[config.mk]
export PLATFORM = sky130hd
export DESIGN_NAME = flow_ctrl_flat
export DESIGN_NICKNAME = d
export VERILOG_FILES = /design/src/rtl/flow_ctrl_if.sv /design/src/rtl/flow_ctrl.sv /design/src/flat_wrapper.sv
export SDC_FILE = /design/constraint.sdc
export NUM_CORES = 1
export LEC_CHECK = 0
export CORE_MARGIN = 2
export CORE_UTILIZATION = 30
export DETAILED_ROUTE_END_ITERATION = 7
export MAX_ROUTING_LAYER = met4
export PLACE_DENSITY = 0.79
export SYNTH_ARGS = -nofsm -noshare
export SYNTH_HDL_FRONTEND = slang
export SYNTH_SLANG_ARGS = --single-unit
[constraint.sdc]
create_clock -name clk -period 2.43 [get_ports clk]
set_input_delay 0.486 -clock clk [delete_from_list [all_inputs] [get_ports clk]]
set_output_delay 0.486 -clock clk [all_outputs]
set_load 0.01 [all_outputs]
[src/rtl/flow_ctrl_if.sv]
// ---------------------------------------------------------------------------
// flow_ctrl_if
//   Groups the pipeline flow controller's request inputs and flow/redirect
//   outputs into one bundle.
//   master : the core side. Drives the hazard, redirect and halt requests and
//            receives the flow codes, PC select and halt acknowledge.
//   slave  : the flow controller side.
//   Signals:
//     jump_en_i, jump_addr_i   EX-stage redirect valid / target
//     load_use_i               load-use hazard between ID and EX
//     div_start_i, div_done_i  multi-cycle divide issue / completion pulse
//     halt_req_i, halt_ack_o   debug halt request (level) / drained acknowledge
//     flow_*_o                 flow codes for PC, IF/ID, ID/EX, EX/MEM, MEM/WB
//     next_pc_four_o, next_pc_o PC source select and redirect target
// ---------------------------------------------------------------------------
interface flow_ctrl_if #(
  parameter int CPU_WIDTH  = 32,
  parameter int FLOW_WIDTH = 2
);
  logic                  jump_en_i;
  logic [CPU_WIDTH-1:0]  jump_addr_i;
  logic                  load_use_i;
  logic                  div_start_i;
  logic                  div_done_i;
  logic                  halt_req_i;
  logic                  halt_ack_o;
  logic [FLOW_WIDTH-1:0] flow_pc_o;
  logic [FLOW_WIDTH-1:0] flow_ifid_o;
  logic [FLOW_WIDTH-1:0] flow_idex_o;
  logic [FLOW_WIDTH-1:0] flow_exmem_o;
  logic [FLOW_WIDTH-1:0] flow_memwb_o;
  logic                  next_pc_four_o;
  logic [CPU_WIDTH-1:0]  next_pc_o;

  modport master (
    output jump_en_i, jump_addr_i, load_use_i, div_start_i, div_done_i, halt_req_i,
    input  halt_ack_o, flow_pc_o, flow_ifid_o, flow_idex_o, flow_exmem_o, flow_memwb_o,
    input  next_pc_four_o, next_pc_o
  );

  modport slave (
    input  jump_en_i, jump_addr_i, load_use_i, div_start_i, div_done_i, halt_req_i,
    output halt_ack_o, flow_pc_o, flow_ifid_o, flow_idex_o, flow_exmem_o, flow_memwb_o,
    output next_pc_four_o, next_pc_o
  );
endinterface

[src/rtl/flow_ctrl.sv]
// ---------------------------------------------------------------------------
// flow_ctrl
//   Pipeline flow controller. Drives WORK / STOP / REFRESH flow codes to the
//   PC register and the four pipeline registers, resolving EX redirects,
//   load-use bubbles, multi-cycle divide stalls, the post-reset boot hold-off
//   and a debug halt with drain/acknowledge handshake.
//   Ports:
//     clk    system clock
//     rst_n  asynchronous active-low reset
//     bus    flow_ctrl_if.slave (requests in; flow codes, PC select, ack out)
//   Flow codes are combinational from state + inputs so stalls and flushes
//   act in the same cycle as the hazard; halt_ack_o is registered.
// ---------------------------------------------------------------------------
module flow_ctrl #(
  parameter int CPU_WIDTH    = 32,
  parameter int FLOW_WIDTH   = 2,
  parameter int BOOT_CYCLES  = 4,
  parameter int DRAIN_CYCLES = 3
) (
  input  logic         clk,
  input  logic         rst_n,
  flow_ctrl_if.slave   bus
);

  localparam logic [FLOW_WIDTH-1:0] FLOW_WORK    = FLOW_WIDTH'(0);
  localparam logic [FLOW_WIDTH-1:0] FLOW_STOP    = FLOW_WIDTH'(1);
  localparam logic [FLOW_WIDTH-1:0] FLOW_REFRESH = FLOW_WIDTH'(2);

  localparam int BOOT_W  = $clog2(BOOT_CYCLES + 1);
  localparam int DRAIN_W = $clog2(DRAIN_CYCLES + 1);

  localparam logic [BOOT_W-1:0]  BOOT_LAST = BOOT_W'(BOOT_CYCLES - 1);
  localparam logic [BOOT_W-1:0]  BOOT_MAX  = BOOT_W'(BOOT_CYCLES);
  localparam logic [DRAIN_W-1:0] DRAIN_MAX = DRAIN_W'(DRAIN_CYCLES);

  typedef enum logic [1:0] {
    ST_BOOT     = 2'd0,
    ST_RUN      = 2'd1,
    ST_DIV_WAIT = 2'd2,
    ST_HALTED   = 2'd3
  } state_t;

  state_t             state_reg;
  state_t             state_next;
  logic [BOOT_W-1:0]  boot_cnt_reg;
  logic [DRAIN_W-1:0] drain_cnt_reg;
  logic               halt_ack_reg;

  // State register plus the counters and the acknowledge flop.
  always_ff @(posedge clk or negedge rst_n) begin
    if (!rst_n) begin
      state_reg     <= ST_BOOT;
      boot_cnt_reg  <= '0;
      drain_cnt_reg <= '0;
      halt_ack_reg  <= 1'b0;
    end else begin
      state_reg <= state_next;

      // BOOT is only entered through reset, which already clears the count.
      if (state_reg == ST_BOOT && boot_cnt_reg != BOOT_MAX)
        boot_cnt_reg <= boot_cnt_reg + 1'b1;

      // Cleared on entry to HALTED, saturating while there.
      if (state_reg != ST_HALTED && state_next == ST_HALTED)
        drain_cnt_reg <= '0;
      else if (state_reg == ST_HALTED && drain_cnt_reg != DRAIN_MAX)
        drain_cnt_reg <= drain_cnt_reg + 1'b1;

      // Drops on the same edge that leaves HALTED, since halt_req_i is low then.
      halt_ack_reg <= (state_reg == ST_HALTED) && bus.halt_req_i &&
                      (drain_cnt_reg == DRAIN_MAX);
    end
  end

  // Next-state logic.
  always_comb begin
    state_next = state_reg;
    case (state_reg)
      ST_BOOT: begin
        if (boot_cnt_reg == BOOT_LAST)
          state_next = ST_RUN;
      end
      ST_RUN: begin
        // jump > div_start > load_use > halt; jump and load_use stay in RUN.
        if (bus.jump_en_i)
          state_next = ST_RUN;
        else if (bus.div_start_i)
          state_next = ST_DIV_WAIT;
        else if (bus.load_use_i)
          state_next = ST_RUN;
        else if (bus.halt_req_i)
          state_next = ST_HALTED;
      end
      ST_DIV_WAIT: begin
        if (bus.div_done_i)
          state_next = ST_RUN;
      end
      ST_HALTED: begin
        if (!bus.halt_req_i)
          state_next = ST_RUN;
      end
      default: state_next = ST_BOOT;
    endcase
  end

  // Output logic.
  always_comb begin
    bus.flow_pc_o      = FLOW_WORK;
    bus.flow_ifid_o    = FLOW_WORK;
    bus.flow_idex_o    = FLOW_WORK;
    bus.flow_exmem_o   = FLOW_WORK;
    bus.flow_memwb_o   = FLOW_WORK;
    bus.next_pc_four_o = 1'b1;
    bus.next_pc_o      = '0;
    case (state_reg)
      ST_BOOT: begin
        bus.flow_pc_o    = FLOW_REFRESH;
        bus.flow_ifid_o  = FLOW_REFRESH;
        bus.flow_idex_o  = FLOW_REFRESH;
        bus.flow_exmem_o = FLOW_REFRESH;
        bus.flow_memwb_o = FLOW_REFRESH;
      end
      ST_RUN: begin
        if (bus.jump_en_i) begin
          // Redirect: flush the two younger stages fetched down the wrong path.
          bus.next_pc_four_o = 1'b0;
          bus.next_pc_o      = bus.jump_addr_i;
          bus.flow_ifid_o    = FLOW_REFRESH;
          bus.flow_idex_o    = FLOW_REFRESH;
        end else if (bus.div_start_i) begin
          bus.flow_pc_o    = FLOW_STOP;
          bus.flow_ifid_o  = FLOW_STOP;
          bus.flow_idex_o  = FLOW_STOP;
          bus.flow_exmem_o = FLOW_REFRESH;
        end else if (bus.load_use_i || bus.halt_req_i) begin
          // Same pattern: hold fetch/decode, inject a bubble into EX.
          bus.flow_pc_o   = FLOW_STOP;
          bus.flow_ifid_o = FLOW_STOP;
          bus.flow_idex_o = FLOW_REFRESH;
        end
      end
      ST_DIV_WAIT: begin
        if (!bus.div_done_i) begin
          bus.flow_pc_o    = FLOW_STOP;
          bus.flow_ifid_o  = FLOW_STOP;
          bus.flow_idex_o  = FLOW_STOP;
          bus.flow_exmem_o = FLOW_REFRESH;
        end
      end
      ST_HALTED: begin
        // Older stages keep working so in-flight instructions drain;
        // PC and IF/ID hold the instruction to resume at.
        bus.flow_pc_o   = FLOW_STOP;
        bus.flow_ifid_o = FLOW_STOP;
        bus.flow_idex_o = FLOW_REFRESH;
      end
      default: ;
    endcase
  end

  assign bus.halt_ack_o = halt_ack_reg;

endmodule
[src/flat_wrapper.sv]
// flat-port wrapper written by rule: the top's interface ports become plain ports
module flow_ctrl_flat 
#(
  parameter int CPU_WIDTH    = 32,
  parameter int FLOW_WIDTH   = 2,
  parameter int BOOT_CYCLES  = 4,
  parameter int DRAIN_CYCLES = 3
)
  (clk, rst_n, bus_jump_en_i, bus_jump_addr_i, bus_load_use_i, bus_div_start_i, bus_div_done_i, bus_halt_req_i, bus_halt_ack_o, bus_flow_pc_o, bus_flow_ifid_o, bus_flow_idex_o, bus_flow_exmem_o, bus_flow_memwb_o, bus_next_pc_four_o, bus_next_pc_o);
  flow_ctrl_if #(.CPU_WIDTH(CPU_WIDTH), .FLOW_WIDTH(FLOW_WIDTH)) bus_i ();
  input  logic clk;
  input  logic rst_n;
  input wire logic [$bits(bus_i.jump_en_i)-1:0] bus_jump_en_i;
  input wire logic [$bits(bus_i.jump_addr_i)-1:0] bus_jump_addr_i;
  input wire logic [$bits(bus_i.load_use_i)-1:0] bus_load_use_i;
  input wire logic [$bits(bus_i.div_start_i)-1:0] bus_div_start_i;
  input wire logic [$bits(bus_i.div_done_i)-1:0] bus_div_done_i;
  input wire logic [$bits(bus_i.halt_req_i)-1:0] bus_halt_req_i;
  output wire logic [$bits(bus_i.halt_ack_o)-1:0] bus_halt_ack_o;
  output wire logic [$bits(bus_i.flow_pc_o)-1:0] bus_flow_pc_o;
  output wire logic [$bits(bus_i.flow_ifid_o)-1:0] bus_flow_ifid_o;
  output wire logic [$bits(bus_i.flow_idex_o)-1:0] bus_flow_idex_o;
  output wire logic [$bits(bus_i.flow_exmem_o)-1:0] bus_flow_exmem_o;
  output wire logic [$bits(bus_i.flow_memwb_o)-1:0] bus_flow_memwb_o;
  output wire logic [$bits(bus_i.next_pc_four_o)-1:0] bus_next_pc_four_o;
  output wire logic [$bits(bus_i.next_pc_o)-1:0] bus_next_pc_o;
  assign bus_i.jump_en_i = bus_jump_en_i;
  assign bus_i.jump_addr_i = bus_jump_addr_i;
  assign bus_i.load_use_i = bus_load_use_i;
  assign bus_i.div_start_i = bus_div_start_i;
  assign bus_i.div_done_i = bus_div_done_i;
  assign bus_i.halt_req_i = bus_halt_req_i;
  assign bus_halt_ack_o = bus_i.halt_ack_o;
  assign bus_flow_pc_o = bus_i.flow_pc_o;
  assign bus_flow_ifid_o = bus_i.flow_ifid_o;
  assign bus_flow_idex_o = bus_i.flow_idex_o;
  assign bus_flow_exmem_o = bus_i.flow_exmem_o;
  assign bus_flow_memwb_o = bus_i.flow_memwb_o;
  assign bus_next_pc_four_o = bus_i.next_pc_four_o;
  assign bus_next_pc_o = bus_i.next_pc_o;
  flow_ctrl #(.CPU_WIDTH(CPU_WIDTH), .FLOW_WIDTH(FLOW_WIDTH), .BOOT_CYCLES(BOOT_CYCLES), .DRAIN_CYCLES(DRAIN_CYCLES)) u_core (.clk(clk), .rst_n(rst_n), .bus(bus_i));
endmodule
Word-level counts from Yosys, hierarchy flattened
Cells that the tools add are included.

word-level totals
  output and inout port bits = 44
  bits of input ports = 39
  logic and storage cells = 54
  flip-flop bits (word level) = 8

cells by class
  reduce and logical (&&, ||, !) cells = 9
  muxes and demuxes = 30
  add/subtract/negate cells = 2
  equal/unequal tests = 9

operators with widths
  operator                                                          number
  32-bit 2-to-1 mux                                                 2
  2-bit 2-to-1 mux                                                  19
  2-bit one-hot mux with 4 select lines                             3
  2-bit one-hot mux with 3 select lines                             2
  2-bit == test (second input constant)                             4
  1-bit logical AND                                                 5
  1-bit 2-to-1 mux                                                  4
  2-bit != test (second input constant)                             2
  3-bit by 1-bit adder with 3-bit output (second input constant)    1
  3-bit by 2-bit == test with 1-bit output (second input constant)  1
  3-bit != test (second input constant)                             1
  2-bit by 1-bit adder with 2-bit output (second input constant)    1
  2-bit by 1-bit == test with 1-bit output (second input constant)  1
  2-bit logical NOT                                                 1
  2-bit nonzero test                                                1
  2-bit OR reduction                                                1
  1-bit logical OR                                                  1

Logic depth before layout (Yosys ltp)
  depth in word-level cells = 8
  mapped depth = 6
  gate-level depth less buffers = 6

Worst setup path after synthesis
OpenSTA, ideal clock, no wires.

  kind = reg-to-output
  from = register u_core.state_reg[1]
  to = output port bus_flow_pc_o[0]
  cell stages (with the launch flop) = 7
  path slack = 0.362 ns
  buffers on the path = 1
  arrival time = 1.582 ns
  data required time = 1.944 ns
  cells stage by stage = dfrtp_1 -> inv_1 -> ha_1 -> nor2b_1 -> a21oi_1 -> a31oi_1 -> buf_4

on the way
  cells in the longest elaborated chain, start to end = 2
  elaborated cells between the ends (all ways) = 5
  those cells by class = eq/ne: 3; mux: 1; reduce/logical: 1

ends and longest elaborated chain
  element                                    line                RTL
  start: declaration                         flow_ctrl.sv:43     state_t state_reg;
  start signal: assignment                   flow_ctrl.sv:57     state_reg <= state_next;
  2-bit == test (tied with other cells)      flow_ctrl.sv:115    case (state_reg)
  2-bit one-hot mux with 4 select lines (*)  flow_ctrl.sv:115
  end: declaration                           flat_wrapper.sv:20  output wire logic [$bits(bus_i.flow_pc_o)-1:0] bus_flow_pc_o;

Mark *: on every way between the ends. The rest lies on a longest branch, timed or not.

Final worst setup path
  from = register u_core.state_reg[1]
  to = output port bus_next_pc_o[0]

on the way
  cells in the longest elaborated chain, start to end = 2

ends and longest elaborated chain
  element                                   line                RTL
  2-bit by 1-bit == test with 1-bit output  flow_ctrl.sv:115
  32-bit 2-to-1 mux                         flow_ctrl.sv:115
  end: declaration                          flat_wrapper.sv:26  output wire logic [$bits(bus_i.next_pc_o)-1:0] bus_next_pc_o;

No other way between the ends.

==> results.toml <==
[die]
dieArea_sq_um = 3251
start_util = 0.3112
io_pins = 83
core_sq_um = 2710
std_cell_rows = 19
die_y_um = 57.02
die-width_um = 57.02

[power]
p_sw_mw = 0.5945
peakVddDrop_v = 0.0006476
clkPwrFrac = 0.068
combPwrFrac = 0.767
switching_share = 0.4156
seqPwrFrac = 0.165
intPower_mw = 0.8358
p_per_area_nw_per_um2 = 805.6
leakagePower_nw = 0.9564
total_power_mw = 1.430

[global_routing]
grt_max_degree = 36
grt_pass1_vias = 992
grt_pass1_wl_um = 4740
grt_overflow = 0
antenna_found_initial = 0
track_usage = 0.1857

[logic_synthesis]
synth_top_cell_by_area = "dfrtp_1"
syn_area_sq_um = 843.3
synth.top_cells.by_area = "dfrtp_1, and3_1, ha_1"
ys_seq_area_frac = 0.2374
synth_cell_types = 29
post-synth-top-area-fraction = 0.2374
ys_ff_latch = 8
yosys_warnings = 0
syn_area_per_cell_sq_um = 7.808
synthCells = 108

[critical_path]
worstReg2RegEnd = "u_core.drain_cnt_reg[0]$_DFFE_PN0P_"
reg2reg_slack_ns = 0.68
critPathMaxFanout = 35
critPathArrivalTime_ns = 1.82
rr_worst_depth = 6
r2r-start = "u_core.state_reg[0]$_DFF_PN0_"
end_kind = "primary output"
endpoint = "bus_next_pc_o[0]"
cp.required_ns = 1.94
critPathLaunch = "u_core.state_reg[1]$_DFF_PN0_"
crit_type = "reg2out"
startpoint_type = "flip-flop"

[final_layout]
area_delta_synth_final_pct = 110.5
finish.utilization = 0.6551
nNetsFinal = 239
seq_area_sq_um = 200.2
antennaDiodeCount = 0
largest_register_ff_count = 3
nFillCells = 221
drive_above_1_share = 0.1368
fin_area_sq_um = 1775
instances_no_fill = 221
multi_input_comb_area_sq_um = 565.5

[clock_tree]
clkSlewWorstSetupHoldPaths_ns = 0.05
postCtsHoldBufs = 0
tritoncts = "yes"
cts_sinks = 8
numCtsBuffers = 3
cts_root_buf = "clkbuf_4"
htreeDepth = 1
clock_latency_ns = 0.25
clockBufferDepth = 2

[placement]
place_area_sq_um = 1679
gp_congestion = 0.7472
port_buffers = 80
hpwl_um = 2420
dp.cells = 216

[timing]
rsz0062_at_grt = "no"
max_freq_ghz = 0.4328
fin_worst_skew_ns = 0.001535
fin_crit_ns = 2.310
fin_worst_hold_slack_ns = 0.5114
fin_crit_sh = 0.9508
hold_violations = 0
setup_viol = 0
slew_violations = 0

[min_path]
min_path_type = "in2async"

[run]
maxCapViolCount = 0

[route]
wl_per_cell_um = 13.66
drt_iter0_drc = 19
vias = 1080
drt-total-wl_um = 3018
ant_nets = 0
drtPass1Iterations = 4
route.detailed.drc = 0
vias_per_cell = 4.887

[run_status]
status = "completed"
layout by cell type (no fill, tap or decap):
cell type	n
clkdlybuf4s50_1	68
and3_1	30
dfrtp_1	8
a21oi_1	7
ha_1	7
dlymetal6s2s_1	7
o21ai_0	6
inv_1	5
dlygate4sd2_1	5
buf_4	5
inv_2	4
nand2_1	4
and3_2	3
clkbuf_4	3
nor2_1	2
nor3_1	2
or3_2	2
o211ai_1	2
conb_1	2
buf_12	2
nor2b_2	1
nor2b_1	1
a31oi_1	1
a21o_1	1
a211o_1	1
o21a_1	1
nor3_2	1
o21ba_2	1
and2_1	1
nand3_1	1
a22o_2	1
a211oi_2	1
xnor2_1	1
mux2i_1	1
ha_2	1
clkbuf_16	1
through the flow:
stage / setup TNS (ns) / setup WS, ns
after floorplan: 0 / 0.3618
after global placement: -0.2673 / -0.05605
after detailed placement: -0.7217 / -0.1165
after CTS: 0 / 0.0004767
after global routing: 0 / 0.01887
final: 0 / 0.1196
power groups by stage:
stage / Combinational, mW / Clock [mW] / Sequential (mW)
6_report: 1.10 / 0.0970 / 0.236
5_1_grt: 1.21 / 0.107 / 0.244
4_1_cts: 1.09 / 0.103 / 0.235
3_5_place_dp: 1.09 / 0 / 0.239
3_3_place_gp: 1.05 / 0 / 0.233
2_1_floorplan: 0.592 / 0 / 0.228
cells in the mapped netlist:
cell and count:
a211o_1 1, a211oi_2 1, a21o_1 1, a21oi_1 7, a22o_2 1, a31oi_1 1, and2_1 1, and3_1 30
and3_2 3, buf_4 4, clkbuf_1 6, conb_1 1, dfrtp_1 8, ha_1 8, inv_1 6, inv_2 3
mux2i_1 1, nand2_1 4, nand3_1 1, nor2_1 2, nor2b_1 2, nor3_1 2, nor3_2 1, o211ai_1 2
o21a_1 1, o21ai_0 6, o21ba_2 1, or3_2 2, xnor2_1 1
worst max-delay path, stage by stage, from the launching register on:
cell and delay (ns):
dfrtp_1 0.41, inv_2 0.09, ha_2 0.20, buf_12 0.16
and3_2 0.19, clkdlybuf4s50_1 0.52
per-layer routing:
layer / GRT usage / up-vias / share of wire
met5: - / - / 0
met4: 0.03987 / 0 / 0.0046
met3: 0.03401 / 2 / 0.075
met2: 0.3300 / 52 / 0.51
met1: 0.2180 / 483 / 0.41
li1: - / 543 / -
worst min-delay path by stage:
| stage | startpoint | to | slack (ns) | cells after the start |
|---|---|---|---|---|
| after floorplan | rst_n | u_core.boot_cnt_reg[0]$_DFFE_PN0P_ | 0.19 | 0 |
| after global placement | u_core.boot_cnt_reg[2]$_DFFE_PN0P_ | u_core.boot_cnt_reg[2]$_DFFE_PN0P_ | 0.51 | 2 |
| after detailed placement | u_core.boot_cnt_reg[2]$_DFFE_PN0P_ | u_core.boot_cnt_reg[2]$_DFFE_PN0P_ | 0.55 | 2 |
| after CTS | rst_n | u_core.boot_cnt_reg[1]$_DFFE_PN0P_ | 0.51 | 1 |
| after global routing | rst_n | u_core.boot_cnt_reg[1]$_DFFE_PN0P_ | 0.55 | 1 |
| final | rst_n | u_core.boot_cnt_reg[1]$_DFFE_PN0P_ | 0.51 | 1 |
logic make-up after synthesis:
group / share of synthesized area
fa+ha+maj: 0.1187
flops: 0.2374
buf+inv: 0.1024
other cells: 0.004447
xor+xnor: 0.01039
mux: 0.01187
compound gates: 0.1691
simple gates: 0.3457
cell type report:
type,count,area share
Inverter,9,0.01903
Sequential cell,8,0.1128
Multi-Input combinational cell,82,0.3185
Timing Repair Buffer,88,0.5152
Tap cell,31,0.02185
Clock buffer,3,0.01269
repair_timing:
| action | CTS | global route |
|---|---|---|
| setup endpoints to repair | 38 | 33 |
| setup buffers | 1 | 0 |
| hold endpoints to repair | 0 | 0 |
| resized for setup | 10 | 11 |
| pin swaps | 0 | 0 |
| cloned | 0 | 1 |
(Power assumes the default switching activity.)
